## config.mk

```make
export PLATFORM = sky130hd
export DESIGN_NAME = bp_be_mmu_tracker
export DESIGN_NICKNAME = d
export VERILOG_FILES = /design/src/rtl/bp_be_mmu_tracker.sv
export SDC_FILE = /design/constraint.sdc
export NUM_CORES = 1
export LEC_CHECK = 0
export BUFFER_PORTS_ARGS = -buffer_cell sky130_fd_sc_hd__buf_2
export CAP_MARGIN = 20
export CORE_MARGIN = 8
export CORE_UTILIZATION = 57
export DETAILED_ROUTE_END_ITERATION = 7
export PLACE_DENSITY = 0.8
export SYNTH_ARGS = -nofsm -noshare
export SYNTH_HDL_FRONTEND = slang
export SYNTH_SLANG_ARGS = --single-unit
```

## constraint.sdc

```tcl
create_clock -name clk_i -period 8.95 [get_ports clk_i]
set_clock_uncertainty 0.2 [all_clocks]
set_input_delay 0.895 -clock clk_i [delete_from_list [all_inputs] [get_ports clk_i]]
set_output_delay 0.895 -clock clk_i [all_outputs]
set_load 0.02 [all_outputs]
```

## src/rtl/bp_be_mmu_tracker.sv

```systemverilog
// In-order memory-op tracker between the backend pipeline and memory.
// Circular buffer with alloc / issue / complete / retire pointers.
module bp_be_mmu_tracker #(
   parameter int els_p         = 4,
   parameter int eaddr_width_p = 64,
   parameter int data_width_p  = 64,
   parameter int fu_op_width_p = 5,
   parameter int exc_width_p   = 8,
   parameter int itag_width_p  = 32
) (
   input  logic                     clk_i,
   input  logic                     reset_n_i,
   input  logic                     cmd_v_i,
   output logic                     cmd_ready_o,
   input  logic [fu_op_width_p-1:0] cmd_op_i,
   input  logic [eaddr_width_p-1:0] cmd_addr_i,
   input  logic [data_width_p-1:0]  cmd_data_i,
   input  logic [itag_width_p-1:0]  cmd_itag_i,
   output logic                     mem_cmd_v_o,
   input  logic                     mem_cmd_ready_i,
   output logic [fu_op_width_p-1:0] mem_cmd_op_o,
   output logic [eaddr_width_p-1:0] mem_cmd_addr_o,
   output logic [data_width_p-1:0]  mem_cmd_data_o,
   input  logic                     mem_resp_v_i,
   input  logic [data_width_p-1:0]  mem_resp_data_i,
   input  logic [exc_width_p-1:0]   mem_resp_exc_i,
   output logic                     resp_v_o,
   input  logic                     resp_ready_i,
   output logic [data_width_p-1:0]  resp_data_o,
   output logic [exc_width_p-1:0]   resp_exc_o,
   output logic [itag_width_p-1:0]  resp_itag_o,
   input  logic                     flush_i,
   output logic                     empty_o
);

   localparam int lg_lp = $clog2(els_p);
   localparam logic [lg_lp:0] one_lp = (lg_lp+1)'(1);

   logic [lg_lp:0] r_alloc, r_issue, r_complete, r_retire;
   logic [els_p-1:0] r_done, r_killed;

   logic [fu_op_width_p-1:0] r_op   [els_p];
   logic [eaddr_width_p-1:0] r_addr [els_p];
   logic [data_width_p-1:0]  r_data [els_p];
   logic [itag_width_p-1:0]  r_itag [els_p];
   logic [exc_width_p-1:0]   r_exc  [els_p];

   logic [lg_lp-1:0] w_a_idx, w_i_idx, w_c_idx, w_r_idx;
   logic [lg_lp:0]   w_occ;
   logic w_cmd_fire, w_iss_fire, w_cmpl_fire, w_ret_fire;
   logic w_head_done, w_head_kill;

   assign w_a_idx = r_alloc[lg_lp-1:0];
   assign w_i_idx = r_issue[lg_lp-1:0];
   assign w_c_idx = r_complete[lg_lp-1:0];
   assign w_r_idx = r_retire[lg_lp-1:0];

   // Occupancy never exceeds els_p, so its MSB alone flags "full".
   assign w_occ       = r_alloc - r_retire;
   assign cmd_ready_o = ~w_occ[lg_lp] & ~flush_i;
   assign w_cmd_fire  = cmd_v_i & cmd_ready_o;

   assign mem_cmd_v_o    = (r_issue != r_alloc) & ~flush_i;
   assign w_iss_fire     = mem_cmd_v_o & mem_cmd_ready_i;
   assign mem_cmd_op_o   = r_op[w_i_idx];
   assign mem_cmd_addr_o = r_addr[w_i_idx];
   assign mem_cmd_data_o = r_data[w_i_idx];

   // Responses with nothing outstanding are dropped.
   assign w_cmpl_fire = mem_resp_v_i & (r_complete != r_issue);

   assign w_head_done = (r_retire != r_complete) & r_done[w_r_idx];
   assign w_head_kill = r_killed[w_r_idx];
   assign resp_v_o    = w_head_done & ~w_head_kill & ~flush_i;
   assign w_ret_fire  = (resp_v_o & resp_ready_i)
                      | (w_head_done & w_head_kill);

   assign resp_data_o = r_data[w_r_idx];
   assign resp_exc_o  = r_exc[w_r_idx];
   assign resp_itag_o = r_itag[w_r_idx];
   assign empty_o     = (r_alloc == r_retire);

   // Pointer advance; flush rewinds alloc to drop unissued entries.
   always_ff @(posedge clk_i or negedge reset_n_i) begin
      if (!reset_n_i) begin
         r_alloc    <= '0;
         r_issue    <= '0;
         r_complete <= '0;
         r_retire   <= '0;
      end else begin
         if (flush_i)
            r_alloc <= r_issue;
         else if (w_cmd_fire)
            r_alloc <= r_alloc + one_lp;
         if (w_iss_fire)
            r_issue <= r_issue + one_lp;
         if (w_cmpl_fire)
            r_complete <= r_complete + one_lp;
         if (w_ret_fire)
            r_retire <= r_retire + one_lp;
      end
   end

   // Done/killed bits; killing free slots is harmless, alloc clears them.
   always_ff @(posedge clk_i or negedge reset_n_i) begin
      if (!reset_n_i) begin
         r_done   <= '0;
         r_killed <= '0;
      end else begin
         if (w_ret_fire)
            r_done[w_r_idx] <= 1'b0;
         if (w_cmpl_fire)
            r_done[w_c_idx] <= 1'b1;
         if (flush_i)
            r_killed <= '1;
         if (w_cmd_fire) begin
            r_done[w_a_idx]   <= 1'b0;
            r_killed[w_a_idx] <= 1'b0;
         end
      end
   end

   // Entry payloads: command on allocate, response data on complete.
   always_ff @(posedge clk_i) begin
      if (w_cmd_fire) begin
         r_op[w_a_idx]   <= cmd_op_i;
         r_addr[w_a_idx] <= cmd_addr_i;
         r_data[w_a_idx] <= cmd_data_i;
         r_itag[w_a_idx] <= cmd_itag_i;
      end
      if (w_cmpl_fire) begin
         r_data[w_c_idx] <= mem_resp_data_i;
         r_exc[w_c_idx]  <= mem_resp_exc_i;
      end
   end

endmodule

```

==> results.py <==
metrics = {
    "outcome": {
        "status": "completed",
    },
    "global_route": {
        "gr-total-overflow": 0,
        "grt_pass1_wl_um": 116000,
        "track_usage_pct": 25.1,
        "grt_max_degree": 67,
        "grt_pass1_vias": 17900,
        "antenna_found_initial": 46,
    },
    "die": {
        "num_rows": 85,
        "start_util_pct": 57.6,
        "core_um2": 53700,
        "die_w_um": 249,
        "die_y_um": 249,
        "die_area_um2": 61900,
        "io_pins": 485,
    },
    "setup_path": {
        "crit-reg2reg-launch": "r_retire[1]",
        "start_kind": "register",
        "crit_family": "buffers and inverters",
        "r2r_setup_slack_ps": 4010,
        "required_ps": 7860,
        "reg2regPathDepth": 7,
        "crit_fanout": 40,
        "crit_type": "reg2out",
        "cp-end-kind": "output port",
        "crit_buf_inv": 3,
        "critPathArrivalTime_ps": 3850,
        "slowest_stage": "dfrtp_4",
        "critPathMostFrequentCell": "buf_4",
        "crit_chain": "buf_4, buf_4, mux4_2, buf_2",
        "cpPeakStageDelay_ps": 900,
        "timing.rr.end": "r_data[2][62]",
    },
    "logic_synthesis": {
        "syn_nets": 1656,
        "syn_area_um2": 30900,
        "synth_top_flop_cell": "edfxtp_1",
        "synth_top_area_cell": "edfxtp_1",
        "yosysSeqAreaShare_pct": 68.8,
        "synth_top_cell_area_share_pct": 67.2,
        "synth_warnings": 0,
        "ys_seq_elements": 712,
        "syn_avg_cell_area_um2": 22.1,
        "async_flop_share_pct": 2.81,
        "synth_area_leaders": "edfxtp_1, mux4_2, mux2_2",
        "ys_types": 41,
        "synth-edff-count": 692,
        "syn_inst": 1397,
    },
    "cells_and_area": {
        "syn2layout_area_growth_pct": 17.4,
        "final_common_cell": "edfxtp_1",
        "nNetsFinal": 2155,
        "drive_gt1_share_pct": 57.0,
        "final_cell_mix": "edfxtp_1, buf_2, mux2_2",
    },
    "route": {
        "final_antenna_net_count": 0,
        "drt-pass1-iter-count": 5,
        "vias": 16700,
        "drt_drc_violations_left": 0,
        "dr.first_iter.drc_count": 1338,
        "wl_um": 80400,
        "routedWlPerCell_um": 29.9,
        "vias_per_cell": 6.22,
    },
    "clock_network": {
        "cts_made_buffers": 74,
        "cts_resized": 0,
        "cts-root-buf": "clkbuf_16",
        "clock_sink_count": 712,
        "cts_max_level": 3,
        "clock_path_buffers": 3,
        "cts_tree": "yes",
        "clkSlewWorstSetupHoldPaths_ps": 60,
        "clkLatencyLatePin_ps": 610,
    },
    "timing": {
        "tightest_slew_ps": 1070,
        "maxSlewHeadroom_pct": 28.9,
        "setup_viol": 0,
        "slew_violations": 0,
        "setup_tns_ps": 0,
        "fmax_ghz": 0.202,
        "final.period_utilization_pct": 55.2,
        "finalHoldViolCount": 0,
        "setup_slack_ps": 4010,
        "rsz0062_at_grt": "false",
        "final.min_clock_period_ps": 4940,
    },
    "place": {
        "io_buffer_count": 484,
        "gp_congestion": 0.830,
        "hpwl_um": 50700,
        "post-place-ws_ps": 3980,
    },
    "worst_hold_path": {
        "holdPathEnd": "r_addr[2][1]",
        "hp-class": "in2reg",
        "min_path_cells": 1,
        "min_from": "cmd_addr_i[1]",
    },
    "power": {
        "vdd_drop_max_mv": 0.250,
        "power_leakage_uw": 0.0125,
        "cellPowerDensity_nw_per_um2": 363,
    },
    "run": {
        "drv_cap": 0,
    },
}
per-stage QoR:
| step | hold WS, ps | util (%) | total power [µW] | cell area [µm²] | std cells |
|---|---|---|---|---|---|
| 2_1_floorplan | 261 | - | 8540 | 30900 | 1397 |
| 3_3_place_gp | 282 | 63.0 | 10200 | 33900 | 2514 |
| 3_5_place_dp | 293 | 63.0 | 10300 | 33900 | 2514 |
| 4_1_cts | 247 | 67.4 | 13300 | 36200 | 2650 |
| 5_1_grt | 259 | 67.5 | 13700 | 36300 | 2679 |
| 6_report | 299 | 67.6 | 13200 | 36300 | 2690 |
worst max-delay path by stage:
stage / startpoint / end / slack, ps / depth (start not counted)
finish: r_issue[0] / mem_cmd_addr_o[2] / 4010 / 4
global route: r_issue[0] / mem_cmd_addr_o[2] / 3710 / 4
CTS: r_issue[0] / mem_cmd_addr_o[2] / 3860 / 4
detailed placement: r_retire[1] / r_data[0][61] / 3980 / 7
global placement: r_retire[1] / r_data[0][58] / 4020 / 7
floorplan: r_retire[1] / r_data[0][0] / 2330 / 9
final cells by class:
| type | instances | area, µm² |
|---|---|---|
| antenna | 39 | 97.6 |
| sequential | 712 | 21300 |
| fill | 3420 | 17400 |
| timing repair buffer | 506 | 2610 |
| multi-input combinational | 591 | 9060 |
| clock buffer | 91 | 1940 |
| clock inverter | 44 | 377 |
| inverter | 11 | 46.3 |
| tap | 696 | 871 |
sequential cells by signal, indices dropped and copies added (netlist names):
| signal | cells |
|---|---|
| r_exc | 32 |
| r_done | 4 |
| r_killed | 4 |
| r_addr | 256 |
| r_data | 256 |
| r_retire | 3 |
| r_alloc | 3 |
| r_op | 20 |
| r_complete | 3 |
| r_itag | 128 |
| r_issue | 3 |
cell families (layout without fill, tap and decap cells):
group                    Yosys count  after routing  synth area share (%)
multiplexers                     500            500                  26.9
adder cells (fa/ha/maj)           15             15                 0.607
AO/OA/AOI/OAI                     22             22                 0.595
AND/OR/NAND/NOR                   38             38                 0.619
XOR/XNOR                          16             16                 0.453
buffers and inverters             94            652                  2.02
other                              0             39                     0
flip-flops                       712            712                  68.8
metal layers:
| layer | vias to the layer above | share of wire, % | GRT usage (%) |
|---|---|---|---|
| met4 | 26 | 3.3 | 10.6 |
| li1 | 6994 | - | - |
| met5 | - | 0.19 | 0 |
| met1 | 8746 | 37 | 30.8 |
| met2 | 816 | 51 | 41.7 |
| met3 | 155 | 8.6 | 7.07 |
cells in the mapped netlist, types with 2 or more instances:
library cell,instances
ha_1,15
o211a_1,4
o211ai_1,3
clkbuf_1,20
a21boi_0,2
nor3_1,2
buf_1,5
mux4_2,238
dfrtp_1,20
buf_2,30
nor2_1,13
nor2b_1,2
mux2_2,254
o21ai_0,2
nand2_1,8
buf_8,9
nand3_1,2
inv_2,4
mux2_1,5
buf_12,3
mux2i_1,3
nand2b_1,5
edfxtp_1,692
buf_6,6
xor2_1,5
a311oi_1,4
a21oi_1,2
inv_1,7
buf_4,10
xnor2_1,11
where the power goes:
part / leakage, µW / internal, µW / switching (µW) / total (µW)
Clock: 0.00113 / 1650 / 1290 / 2940
Sequential: 0.00652 / 4480 / 432 / 4910
Combinational: 0.00487 / 2190 / 3140 / 5330
Total: 0.0125 / 8320 / 4860 / 13200
repair_timing:
item / 4_1_cts / 5_1_grt
buffers inserted: 0 / 0
hold buffers: 1 / 0
hold endpoints to repair: 7 / 0
(Power assumes the default switching activity.)
